===== src/rtl/pipe_stage_skid_reg.sv =====
// Elastic pipeline-stage register with a 2-entry skid buffer, synchronous flush,
// and saturating stall/flush event counters.
module pipe_stage_skid_reg #(
  parameter int unsigned PC_W           = 32,
  parameter int unsigned DATA_W         = 32,
  parameter int unsigned CNT_W          = 16,
  parameter bit          CLEAR_ON_FLUSH = 1'b1
) (
  input  logic              clk,
  input  logic              rst,
  input  logic              flush,
  input  logic              cnt_clr,
  input  logic              in_valid,
  output logic              in_ready,
  input  logic [PC_W-1:0]   in_pc,
  input  logic [DATA_W-1:0] in_data,
  output logic              out_valid,
  input  logic              out_ready,
  output logic [PC_W-1:0]   out_pc,
  output logic [DATA_W-1:0] out_data,
  output logic [CNT_W-1:0]  stall_cnt,
  output logic [CNT_W-1:0]  flush_cnt
);

  typedef enum logic [1:0] {
    EMPTY = 2'd0,
    ONE   = 2'd1,
    TWO   = 2'd2
  } state_t;

  state_t            state_r, state_s;
  logic [PC_W-1:0]   main_pc_r, main_pc_s, skid_pc_r, skid_pc_s;
  logic [DATA_W-1:0] main_data_r, main_data_s, skid_data_r, skid_data_s;
  logic              in_ready_r, out_valid_r;
  logic [CNT_W-1:0]  stall_cnt_r, flush_cnt_r;
  logic              in_xfer_s, stall_evt_s, flush_evt_s;

  assign in_xfer_s   = in_valid & in_ready_r;
  assign stall_evt_s = out_valid_r & ~out_ready;
  assign flush_evt_s = flush & (state_r != EMPTY);

  // Next-state and payload steering; flush overrides every transition.
  always_comb begin
    state_s     = state_r;
    main_pc_s   = main_pc_r;
    main_data_s = main_data_r;
    skid_pc_s   = skid_pc_r;
    skid_data_s = skid_data_r;
    if (flush) begin
      state_s = EMPTY;
      if (CLEAR_ON_FLUSH) begin
        main_pc_s   = {PC_W{1'b0}};
        main_data_s = {DATA_W{1'b0}};
        skid_pc_s   = {PC_W{1'b0}};
        skid_data_s = {DATA_W{1'b0}};
      end else begin
        main_pc_s = main_pc_r;
      end
    end else begin
      case (state_r)
        EMPTY: begin
          if (in_xfer_s) begin
            state_s     = ONE;
            main_pc_s   = in_pc;
            main_data_s = in_data;
          end else begin
            state_s = EMPTY;
          end
        end
        ONE: begin
          if (in_xfer_s && out_ready) begin
            main_pc_s   = in_pc;
            main_data_s = in_data;
          end else if (in_xfer_s) begin
            state_s     = TWO;
            skid_pc_s   = in_pc;
            skid_data_s = in_data;
          end else if (out_ready) begin
            state_s = EMPTY;
            // Keep out_* at zero whenever out_valid is low.
            if (CLEAR_ON_FLUSH) begin
              main_pc_s   = {PC_W{1'b0}};
              main_data_s = {DATA_W{1'b0}};
            end else begin
              main_pc_s = main_pc_r;
            end
          end else begin
            state_s = ONE;
          end
        end
        TWO: begin
          if (out_ready) begin
            state_s     = ONE;
            main_pc_s   = skid_pc_r;
            main_data_s = skid_data_r;
          end else begin
            state_s = TWO;
          end
        end
        default: begin
          state_s = EMPTY;
        end
      endcase
    end
  end

  // State, payload and handshake flags; ready/valid are registered decodes of next state.
  always_ff @(posedge clk or posedge rst) begin
    if (rst) begin
      state_r     <= EMPTY;
      main_pc_r   <= {PC_W{1'b0}};
      main_data_r <= {DATA_W{1'b0}};
      skid_pc_r   <= {PC_W{1'b0}};
      skid_data_r <= {DATA_W{1'b0}};
      in_ready_r  <= 1'b1;
      out_valid_r <= 1'b0;
    end else begin
      state_r     <= state_s;
      main_pc_r   <= main_pc_s;
      main_data_r <= main_data_s;
      skid_pc_r   <= skid_pc_s;
      skid_data_r <= skid_data_s;
      in_ready_r  <= (state_s != TWO);
      out_valid_r <= (state_s != EMPTY);
    end
  end

  // Saturating event counters; clear wins over increment.
  always_ff @(posedge clk or posedge rst) begin
    if (rst) begin
      stall_cnt_r <= {CNT_W{1'b0}};
      flush_cnt_r <= {CNT_W{1'b0}};
    end else if (cnt_clr) begin
      stall_cnt_r <= {CNT_W{1'b0}};
      flush_cnt_r <= {CNT_W{1'b0}};
    end else begin
      if (stall_evt_s && (stall_cnt_r != {CNT_W{1'b1}})) begin
        stall_cnt_r <= stall_cnt_r + {{(CNT_W-1){1'b0}}, 1'b1};
      end
      if (flush_evt_s && (flush_cnt_r != {CNT_W{1'b1}})) begin
        flush_cnt_r <= flush_cnt_r + {{(CNT_W-1){1'b0}}, 1'b1};
      end
    end
  end

  assign in_ready  = in_ready_r;
  assign out_valid = out_valid_r;
  assign out_pc    = main_pc_r;
  assign out_data  = main_data_r;
  assign stall_cnt = stall_cnt_r;
  assign flush_cnt = flush_cnt_r;

endmodule


===== config.mk =====
export PLATFORM = sky130hd
export DESIGN_NAME = pipe_stage_skid_reg
export DESIGN_NICKNAME = d
export VERILOG_FILES = /design/src/rtl/pipe_stage_skid_reg.sv
export SDC_FILE = /design/constraint.sdc
export NUM_CORES = 1
export LEC_CHECK = 0
export ABC_AREA = 1
export CAP_MARGIN = 10
export CORE_MARGIN = 4
export CORE_UTILIZATION = 50
export DETAILED_ROUTE_END_ITERATION = 16
export DONT_BUFFER_PORTS = 1
export PLACE_DENSITY = 0.66
export SYNTH_ARGS = -nofsm -noshare
export SYNTH_HDL_FRONTEND = slang
export SYNTH_SLANG_ARGS = --single-unit
export TNS_END_PERCENT = 20

===== constraint.sdc =====
create_clock -name clk -period 13.55 [get_ports clk]
set_input_delay 3.3875 -clock clk [delete_from_list [all_inputs] [get_ports clk]]
set_output_delay 3.3875 -clock clk [all_outputs]
set_load 0.01 [all_outputs]

; After elaboration in Yosys (flattened, before gate mapping)
; Index checks and enable logic that the tools add are counted.
; W data, S select, Z words.
[op_classes]
addsub = 2
eq_ne = 10
n_mux = 29
bitwise = 4
reduce_logical = 13
[ops]
columns = operator, n
row1 = $mux W32, 16
row2 = $pmux W32 S3, 2
row3 = $mux W16, 4
row4 = $add A16 B1 Y16 const B, 2
row5 = $ne A16 B16 Y1 const B, 2
row6 = $reduce_bool A2 Y1, 6
row7 = $mux W2, 4
row8 = $ne A4 B4 Y1 const B, 2
row9 = $ne A3 B3 Y1 const B, 2
row10 = $pmux W2 S3, 1
row11 = $reduce_and A5 Y1, 1
row12 = $ne A2 B2 Y1 const B, 2
row13 = $reduce_bool A4 Y1, 1
row14 = $and A1 B1 Y1, 3
row15 = $logic_and A1 B1 Y1, 3
row16 = $reduce_and A3 Y1, 1
row17 = $eq A2 B1 Y1 const B, 1
row18 = $eq A2 B2 Y1 const B, 1
row19 = $logic_not A2 Y1, 1
row20 = $mux W1, 2
row21 = $not A1 Y1, 1
[word_totals]
regBits = 164
in_bits = 70
output_inout_bits = 98
word_cells = 67

; Longest topological paths before layout
; Gate-level depths: netlist (run 1).
[logic_depth]
word_depth = 6
mapped_depth = 10

; Worst setup path after synthesis (run 1)
; OpenSTA, ideal clock, no wires.
[synth_timing]
kind = input port to flip-flop
start = input in_valid
end = register skid_data_r[0]
setup_time_ps = 133
t_arrival_ps = 4250
required_ps = 13417
slack_ps = 9167
path_stages = 5
n_path_buf = 2
path_cell_list = nand2_1 o31ai_1 buf_2 buf_2 o22ai_1
[synth_between]
elab_chain_len = 4
elab_cells_between_ends = 5
classes_between = eq/ne: 1 / bitwise: 1 / reduce/logical: 3
[synth_lines]
columns = element, line
row1 = from (decl), 13  ; input logic in_valid,
row2 = $and A1 B1 Y1 *, 38  ; assign in_xfer_s = in_valid & in_ready_r;
row3 = $logic_and A1 B1 Y1, 71  ; if (in_xfer_s && out_ready) begin
row4 = $ne A2 B2 Y1 (no source line), n/a
row5 = $reduce_and A3 Y1 (no source line) *, n/a
row6 = to (signal assigned), 114  ; skid_data_r <= {DATA_W{1'b0}};
row7 = to (signal assigned), 122  ; skid_data_r <= skid_data_s;
row8 = to (decl), 33  ; logic [DATA_W-1:0] main_data_r, main_data_s, skid_data_r, skid_data_s;
; Every way passes the cells marked *; elsewhere a longest branch is shown, timed or not.
; A chain may end at the register's enable or synchronous reset.

; Worst setup path after layout (run 1)
[layout_timing]
start = input in_valid
end = register main_data_r[21] (netlist: out_data[21])
[layout_between]
elab_chain_len = 5
elab_cells_between_ends = 9
classes_between = eq/ne: 3 / mux: 3 / bitwise: 1 / reduce/logical: 2
[layout_lines]
columns = element, line
row1 = $and A1 B1 Y1 *, 38
row2 = $logic_and A1 B1 Y1, 71
row3 = $mux W32, 71
row4 = $pmux W32 S3, 60  ; case (state_r)
row5 = $mux W32, 49  ; if (flush) begin
row6 = to (signal assigned), 112  ; main_data_r <= {DATA_W{1'b0}};
row7 = to (signal assigned), 120  ; main_data_r <= main_data_s;
row8 = to (decl), 33
; Marks and branches as above.

==> results.tsv, run 1 <==
metric	value	unit
p_leak	4.26	nW
globalplace.congestion	0.808	
worstSetupPathType	in2reg	
cts_tree	built	
antenna_found_initial	0	
crit_arrival	5.22	ns
via_per_inst	5.39	
syn_nets	1025	
cp-startpoint	in_valid	
cts_buffer_depth	2	
routed_wirelength	18400	um
ant_nets	0	
fin_nets	1005	
fp-row-count	45	
slew_viol_final	0	
core_area	0.0152	mm^2
dpl.hpwl	11400	um
synth_area	0.00775	mm^2
worstMarginPinSlew	1.02	ns
cts_resized	0	
netlist_instances	949	
r2r_cells	7	
cts_sinks	164	
start_util	51.0	%
routedWlPerCell	16.3	um
die_x	133	um
grt_pass1_vias	5831	
crit_path_max_fanout	36	
grt_use_total	21.5	%
grt_max_degree	85	
yosys_warnings	0	
cts.clk_slew.worst_paths	0.06	ns
startpoint_type	input port	
rsz0062_at_grt	no	
drtIter0Drc	363	
numPortBuffers	0	
final_cell_mix	nand2_1 (312), dfrtp_1 (163), inv_1 (151), o22ai_1 (128), nor2_1 (44)	
drc	0	
antenna_cells	0	
report.final.hold_viol_count	0	
cts_setup_buffers	0	
timing.fmax	203	MHz
syn_to_final_growth	8.38	%
avgSynthCellArea	8.17	um^2
timing.rr.end	out_data[21]$_DFFE_PP0P_	
vdd_drop_max	0.0858	mV
dr.pass1.iters	4	
finalCritPeriodShare	36.3	%
cts_buffers	17	
gr-total-overflow	0	
crit_path_end	out_data[21]$_DFFE_PP0P_	
finalSetupViolCount	0	
drv_cap	0	
htree_levels	4	
dieHeight	133	um
setup_tns	0	ns
period_minus_slack	4.92	ns
dieArea	0.0176	mm^2
ys_seq_area_share	53.0	%
clk_latency	0.42	ns
status	complete, no violations	
cts_hold_buf	0	
fin_skew	0.00906	ns
worstHoldStart	skid_data_r[26]$_DFFE_PP0P_	
pre_cts_ws	8.21	ns
vias	6091	
synth-seq-cells	164	
grt_pass1_wl	30700	um
cp.required	13.85	ns
r2r_slack	11.09	ns
cts_root_buf	clkbuf_16	
slew_headroom	32.0	%
timing.rr.start	state_r[0]$_DFF_PP0_	
hold_path_class	reg2reg	
setup_slack	8.63	ns
end_kind	register	
final_common_cell	nand2_1	
p_per_area	129	mW/mm^2
io_pins	168	
ys_types	31	
drive_above_1_share	6.37	%
[layer usage]
layer	GRT usage [%]	part of all wire, %
met5	0	0
met1	29.2	44
met3	7.68	7.1
met4	6.58	1.7
met2	32.7	47
[metrics by stage]
step | cells | total power [W] | area (um^2) | util (%) | hold WS (ns)
2_1_floorplan | 949 | 0.000618 | 7750 | - | 0.490
3_3_place_gp | 1098 | 0.000641 | 7850 | 51.6 | 0.500
3_5_place_dp | 1098 | 0.000642 | 7850 | 51.6 | 0.510
4_1_cts | 1130 | 0.00110 | 8400 | 55.3 | 0.523
5_1_grt | 1130 | 0.00114 | 8400 | 55.3 | 0.538
6_report | 1130 | 0.00109 | 8400 | 55.3 | 0.523
[final cells by class]
cell class              count  area [um^2]
clock buffers              21          450
clock inverters            11          104
fillers                  1404         6800
inverters                 156          591
repair buffers              7         52.6
flip-flops and latches    164         4110
multi-input cells         583         2860
well taps                 188          235
[how the worst min path moves through the flow]
stage                                  endpoint  depth (start not counted)
finish              skid_data_r[26]$_DFFE_PP0P_                          2
global route        skid_data_r[24]$_DFFE_PP0P_                          2
CTS                 skid_data_r[26]$_DFFE_PP0P_                          2
detailed placement    skid_pc_r[21]$_DFFE_PP0P_                          2
global placement       skid_pc_r[2]$_DFFE_PP0P_                          2
floorplan            skid_data_r[0]$_DFFE_PP0P_                          2
[logic make-up after synthesis]
group / count (synthesis) / synth area share (%)
compound gates: 148 / 11.9
xor+xnor: 10 / 1.13
fa+ha+maj: 6 / 0.968
buf+inv: 202 / 10.6
flops: 164 / 53.0
simple gates: 419 / 22.4
[state kept, by name (all words and copies together) (netlist names)]
register / count
out_data: 32
out_pc: 32
skid_data_r: 32
skid_pc_r: 32
flush_cnt: 16
stall_cnt: 16
state_r: 2
in_ready: 1
out_valid: 1
[cell usage after synthesis, drive strengths merged]
cell type  count  area (um^2)
o21bai         7         52.6
nand4         26          163
nand2        314         1180
dfstp          1         26.3
nor3           1         5.00
dfrtp        163         4080
o211ai         1         7.51
nand3         21          110
a21oi          1         5.00
a21boi         1         7.51
inv          156          586
o31ai          1         7.51
nor2          53          250
and2           1         6.26
xor2          10         87.6
or2            2         12.5
nand3b         1         7.51
ha             6         75.1
o21ai          9         45.0
buf           32          184
clkbuf        14         52.6
o22ai        128          801
[worst max-delay path, cell delays in order]
cell	delay [ns]
nand2_1	0.17
nor2_1	0.11
a21boi_4	0.72
buf_4	0.52
o22ai_1	0.12
nand2_1	0.08
nand2_1	0.07
[power by group]
part / switching (W) / total, W / internal (W)
sequential: 0.0000258 / 0.000538 / 0.000512
clock: 0.000197 / 0.000456 / 0.000258
combinational: 0.0000678 / 0.0000938 / 0.0000261
total: 0.000291 / 0.00109 / 0.000797
No activity file was read; power rests on OpenSTA's default activity.
==> run 2, diff against run 1 <==
PLACE_DENSITY = 0.69   (was 0.66)
clock period = 4.3 ns   (was 13.55 ns; I/O delays follow)
==> run 2 against run 1 <==
Final area increased by 0.79%. Clock-buffer cell count increased by 2. Highest routed layer unchanged. Global-route usage unchanged. Largest cell class unchanged. Critical path depth increased by 2.
==> results.tsv, run 2 (synthesized netlist as in run 1, its figures left out) <==
metric	value	unit	change
start_util	51.0	%	unchanged
grt_pass1_vias	6022		+3.3%
hold_path_class	reg2reg		
p_per_area	410	mW/mm^2	+220%
drive_above_1_share	6.46	%	+0.086 points
gr-total-overflow	0		unchanged
timing.rr.start	state_r[1]$_DFF_PP0_		
htree_levels	4		unchanged
period_minus_slack	2.36	ns	
dr.pass1.iters	4		unchanged
antenna_found_initial	0		unchanged
cts_buffer_depth	2		unchanged
grt_pass1_wl	31100	um	+1.1%
slew_headroom	40.1	%	+8.1 points
cts_sinks	164		unchanged
grt_max_degree	165		+94%
cts_resized	0		unchanged
grt_use_total	21.5	%	unchanged
fin_skew	0.00782	ns	-0.00124 ns
routed_wirelength	18700	um	+1.4%
globalplace.congestion	0.835		+3.3%
core_area	0.0152	mm^2	unchanged
report.final.hold_viol_count	0		unchanged
r2r_slack	1.94	ns	-9.15 ns
cts_setup_buffers	0		unchanged
fillerInstances	1409		+0.36%
cts_tree	built		
regArea	0.00411	mm^2	unchanged
drv_cap	0		unchanged
setup_tns	0	ns	unchanged
numPortBuffers	0		unchanged
worstSetupPathType	reg2reg		
vdd_drop_max	0.239	mV	+180%
timing.fmax	423	MHz	
die_x	133	um	unchanged
dieArea	0.0176	mm^2	unchanged
dpl.hpwl	11700	um	+2.7%
cts_buffers	17		unchanged
cts.clk_slew.worst_paths	0.06	ns	about the same
end_kind	register		
cts_root_buf	clkbuf_16		
rsz0062_at_grt	no		
p_leak	4.29	nW	+0.59%
drc	0		unchanged
via_per_inst	5.38		-0.15%
routedWlPerCell	16.5	um	+1.1%
crit_path_max_fanout	30		-17%
fin_nets	1008		+0.30%
dieHeight	133	um	unchanged
vias	6098		+0.11%
ant_nets	0		unchanged
crit_arrival	2.71	ns	-2.51 ns
fp-row-count	45		unchanged
io_pins	168		unchanged
finalSetupViolCount	0		unchanged
slew_viol_final	0		unchanged
final_cell_mix	nand2_1 (312), dfrtp_1 (163), inv_1 (151), o22ai_1 (128), nor2_1 (44)		
total_power	0.00347	W	+220%
final_util	55.7	%	+0.44 points
antenna_cells	0		unchanged
final_common_cell	nand2_1		
drtIter0Drc	391		+7.7%
cp.required	4.65	ns	-9.20 ns
worstMarginPinSlew	0.899	ns	-0.120 ns
multiInputGateArea	0.00286	mm^2	unchanged
startpoint_type	register		
worstHoldStart	skid_pc_r[23]$_DFFE_PP0P_		
finalCritPeriodShare	55.0	%	
status	complete, no violations		
cts_hold_buf	0		unchanged
clk_latency	0.41	ns	about the same
cp-startpoint	state_r[1]$_DFF_PP0_		
syn_to_final_growth	9.23	%	
[run 2: layout make-up]
type / count / share of cell area (%)
Tap cell: 188 / 2.78
Clock inverter: 9 / 1.23
Timing Repair Buffer: 10 / 1.33
Clock buffer: 23 / 5.41
Sequential cell: 164 / 48.5
Inverter: 156 / 6.96
Multi-Input combinational cell: 583 / 33.8
[run 2: layer usage]
metal  vias up  global-route usage (%)  part of all wire [%]
met5         -                       0                     0
met4         0                    6.76                   1.5
met3        20                    6.54                   7.2
met2       187                    33.9                    47
met1      2864                    28.8                    44
li1       3027                       -                     -
[run 2: final timing paths]
check | cells past startpoint | endpoint
setup / recovery | 9 | out_data[19]$_DFFE_PP0P_
hold / removal | 2 | skid_pc_r[23]$_DFFE_PP0P_
setup reg to reg | 9 | out_data[19]$_DFFE_PP0P_
hold reg to reg | 2 | skid_pc_r[23]$_DFFE_PP0P_
max in group asynchronous | 2 | out_pc[30]$_DFFE_PP0P_
min in group asynchronous | 2 | out_data[22]$_DFFE_PP0P_
[run 2: through the flow]
step	hold slack [ns]	std cells	setup WS, ns	area (um^2)
final	0.523	1133	1.94	8470
after global routing	0.534	1133	1.70	8470
after CTS	0.526	1133	1.88	8470
after detailed placement	0.510	1101	1.55	7910
after global placement	0.501	1101	1.62	7910
after floorplan	0.490	949	1.14	7750
[run 2: critical path: stages, from the launching register on]
cell      delay [ns]
dfrtp_1         0.38
inv_1           0.07
ha_1            0.25
inv_2           0.12
nand2_1         0.06
o211ai_1        0.27
and2_2          0.62
buf_4           0.35
nand2_1         0.07
nand2_1         0.09
[run 2: power breakdown]
part	total, W	internal, W	switching [W]	leakage [nW]
logic	0.000307	0.0000906	0.000216	1.77
clock network	0.00147	0.000869	0.000600	0.271
registers	0.00170	0.00162	0.0000827	2.25
total	0.00347	0.00258	0.000899	4.29
==> run 3, diff against run 2 <==
clock period = 1.98 ns   (was 4.3 ns; I/O delays follow)
==> run 3 against run 2 <==
Worst setup slack got worse by 1.8 ns. Sequential power rose by 120%. Clock skew is 0.0016 ns higher. First-iteration DRC count rose by 1.5%. Clock power grew 120%. Global-route usage barely moved.
==> results.tsv, run 3 (synthesized netlist as in run 1, its figures left out) <==
metric	value	unit	change
antenna_cells	0		unchanged
total_power	0.00778	W	+120%
drc	0		unchanged
status	complete, no violations		
setup_tns	0	ns	unchanged
drv_cap	0		unchanged
report.final.hold_viol_count	0		unchanged
syn_to_final_growth	15.1	%	
startpoint_type	register		
p_comb_share	10.7	%	+1.9 points
grt_use_total	21.6	%	+0.024 points
slew_headroom	63.7	%	+24 points
r2r_cells	10		+1
grt_max_degree	94		-43%
via_per_inst	5.39		+0.19%
switching_share	26.8	%	+0.97 points
dieHeight	133	um	unchanged
place_inst	1121		+1.8%
worstSetupPathType	reg2reg		
htree_levels	4		unchanged
p_leak	4.52	nW	+5.3%
worstMarginPinSlew	0.538	ns	-0.360 ns
cts.clk_slew.worst_paths	0.07	ns	about the same
crit_path_max_fanout	8		-73%
cp-startpoint	state_r[1]$_DFF_PP0_		
gr-total-overflow	0		unchanged
timing.rr.end	out_pc[27]$_DFFE_PP0P_		
fin_skew	0.00944	ns	+0.00163 ns
globalplace.congestion	0.809		-3.0%
finalSetupViolCount	0		unchanged
ant_nets	0		unchanged
cts_buffer_depth	2		unchanged
slew_viol_final	0		unchanged
numPortBuffers	0		unchanged
routedWlPerCell	17.3	um	+4.8%
crit_arrival	2.19	ns	-0.52 ns
fillerInstances	1355		-3.8%
grt_pass1_vias	5999		-0.38%
end_kind	register		
antenna_found_initial	0		unchanged
start_util	51.0	%	unchanged
cts_tree	built		
drtIter0Drc	397		+1.5%
final_common_cell	nand2_1		
grt_pass1_wl	31300	um	+0.65%
timing.fmax	545	MHz	+29%
rsz0062_at_grt	no		
final_util	58.7	%	+3.0 points
routed_wirelength	20000	um	+7.5%
seqPwrFrac	47.3	%	-1.6 points
hold_path_class	in2async		
fin_nets	1037		+2.9%
fp-row-count	45		unchanged
fin_cells	1162		+2.6%
core_area	0.0152	mm^2	unchanged
vdd_drop_max	0.697	mV	+190%
p_per_area	872	mW/mm^2	+110%
cts_root_buf	clkbuf_16		
clk_latency	0.42	ns	about the same
drive_above_1_share	9.86	%	+3.4 points
power.switching	0.00209	W	+130%
r2r_slack	0.15	ns	-1.79 ns
dieArea	0.0176	mm^2	unchanged
internal_power	0.00569	W	+120%
pwr-share-clk	42.0	%	-0.3 points
finalCritPeriodShare	92.6	%	+38 points
dr.pass1.iters	5		+1
die_x	133	um	unchanged
io_pins	168		unchanged
cts_sinks	164		unchanged
timing.rr.start	state_r[1]$_DFF_PP0_		
dpl.hpwl	12300	um	+5.3%
final_cell_mix	nand2_1 (312), dfrtp_1 (163), inv_1 (151), o22ai_1 (128), nor2_1 (44)		
cts_buffers	17		unchanged
cp.required	2.34	ns	-2.31 ns
vias	6266		+2.8%
period_minus_slack	1.83	ns	-0.529 ns
-- run 3: changes by cell type in the layout (fill, tap and decap cells not counted), sizes merged --
cell | previous run | this run
buf | 10 | 33
clkinv | 4 | 5
clkinvlp | 3 | 4
inv | 156 | 159
and2 | 1 | 2
-- run 3: layout make-up --
class                   count  area (um^2)  area share (%)
well taps                 188          235            2.64
clock buffers              18          429            4.81
multi-input cells         584         2880            32.3
clock inverters            14          153            1.71
repair buffers             38          531            5.95
inverters                 156          589            6.61
flip-flops and latches    164         4110            46.0
-- run 3: worst max-delay path by stage --
| stage | endpoint | slack (ns) | cells after the start |
|---|---|---|---|
| 3_3_place_gp | out_data[1]$_DFFE_PP0P_ | 0.17 | 9 |
| 4_1_cts | out_pc[18]$_DFFE_PP0P_ | 0.05 | 9 |
| 3_5_place_dp | out_pc[18]$_DFFE_PP0P_ | 0.09 | 9 |
| 2_1_floorplan | flush_cnt[0]$_DFFE_PP0P_ | -0.60 | 1 |
| 6_report | out_pc[27]$_DFFE_PP0P_ | 0.15 | 10 |
| 5_1_grt | out_data[19]$_DFFE_PP0P_ | 0.05 | 10 |
-- run 3: timing repair --
item                       in CTS  in global routing
hold buffers                    0                  0
setup endpoints to repair       0                 27
gates resized for setup         0                  3
buffers inserted                0                  1
-- run 3: power groups by stage --
| stage | clock network, W | logic [W] | registers (W) |
|---|---|---|---|
| finish | 0.00326 | 0.000834 | 0.00368 |
| global route | 0.00345 | 0.000927 | 0.00369 |
| CTS | 0.00333 | 0.000751 | 0.00368 |
| detailed placement | 0 | 0.000751 | 0.00374 |
| global placement | 0 | 0.000737 | 0.00374 |
| floorplan | 0 | 0.000526 | 0.00370 |
-- run 3: stage by stage --
| step | hold WS (ns) | setup slack (ns) | area, um^2 |
|---|---|---|---|
| 5_1_grt | 0.105 | 0.0504 | 8920 |
| 3_5_place_dp | 0.511 | 0.0903 | 8170 |
| 4_1_cts | 0.0927 | 0.0546 | 8750 |
| 3_3_place_gp | 0.499 | 0.170 | 8170 |
| 6_report | 0.0604 | 0.146 | 8920 |
| 2_1_floorplan | 0.490 | -0.599 | 7750 |
-- run 3: critical path: stages (launching register included) --
cell	delay, ns
dfrtp_1	0.38
inv_1	0.08
ha_2	0.21
inv_2	0.10
nand2_1	0.06
o211ai_1	0.18
buf_4	0.16
and2_2	0.28
buf_6	0.19
nand2_1	0.06
nand2_1	0.06
-- run 3: per-layer routing --
layer / wire length (um) / global-route usage, % / vias to the layer above
li1: - / - / 3081
met5: 0 / 0 / -
met1: 8690 / 28.0 / 2979
met3: 1490 / 7.38 / 24
met2: 9560 / 34.5 / 182
met4: 308 / 6.35 / 0
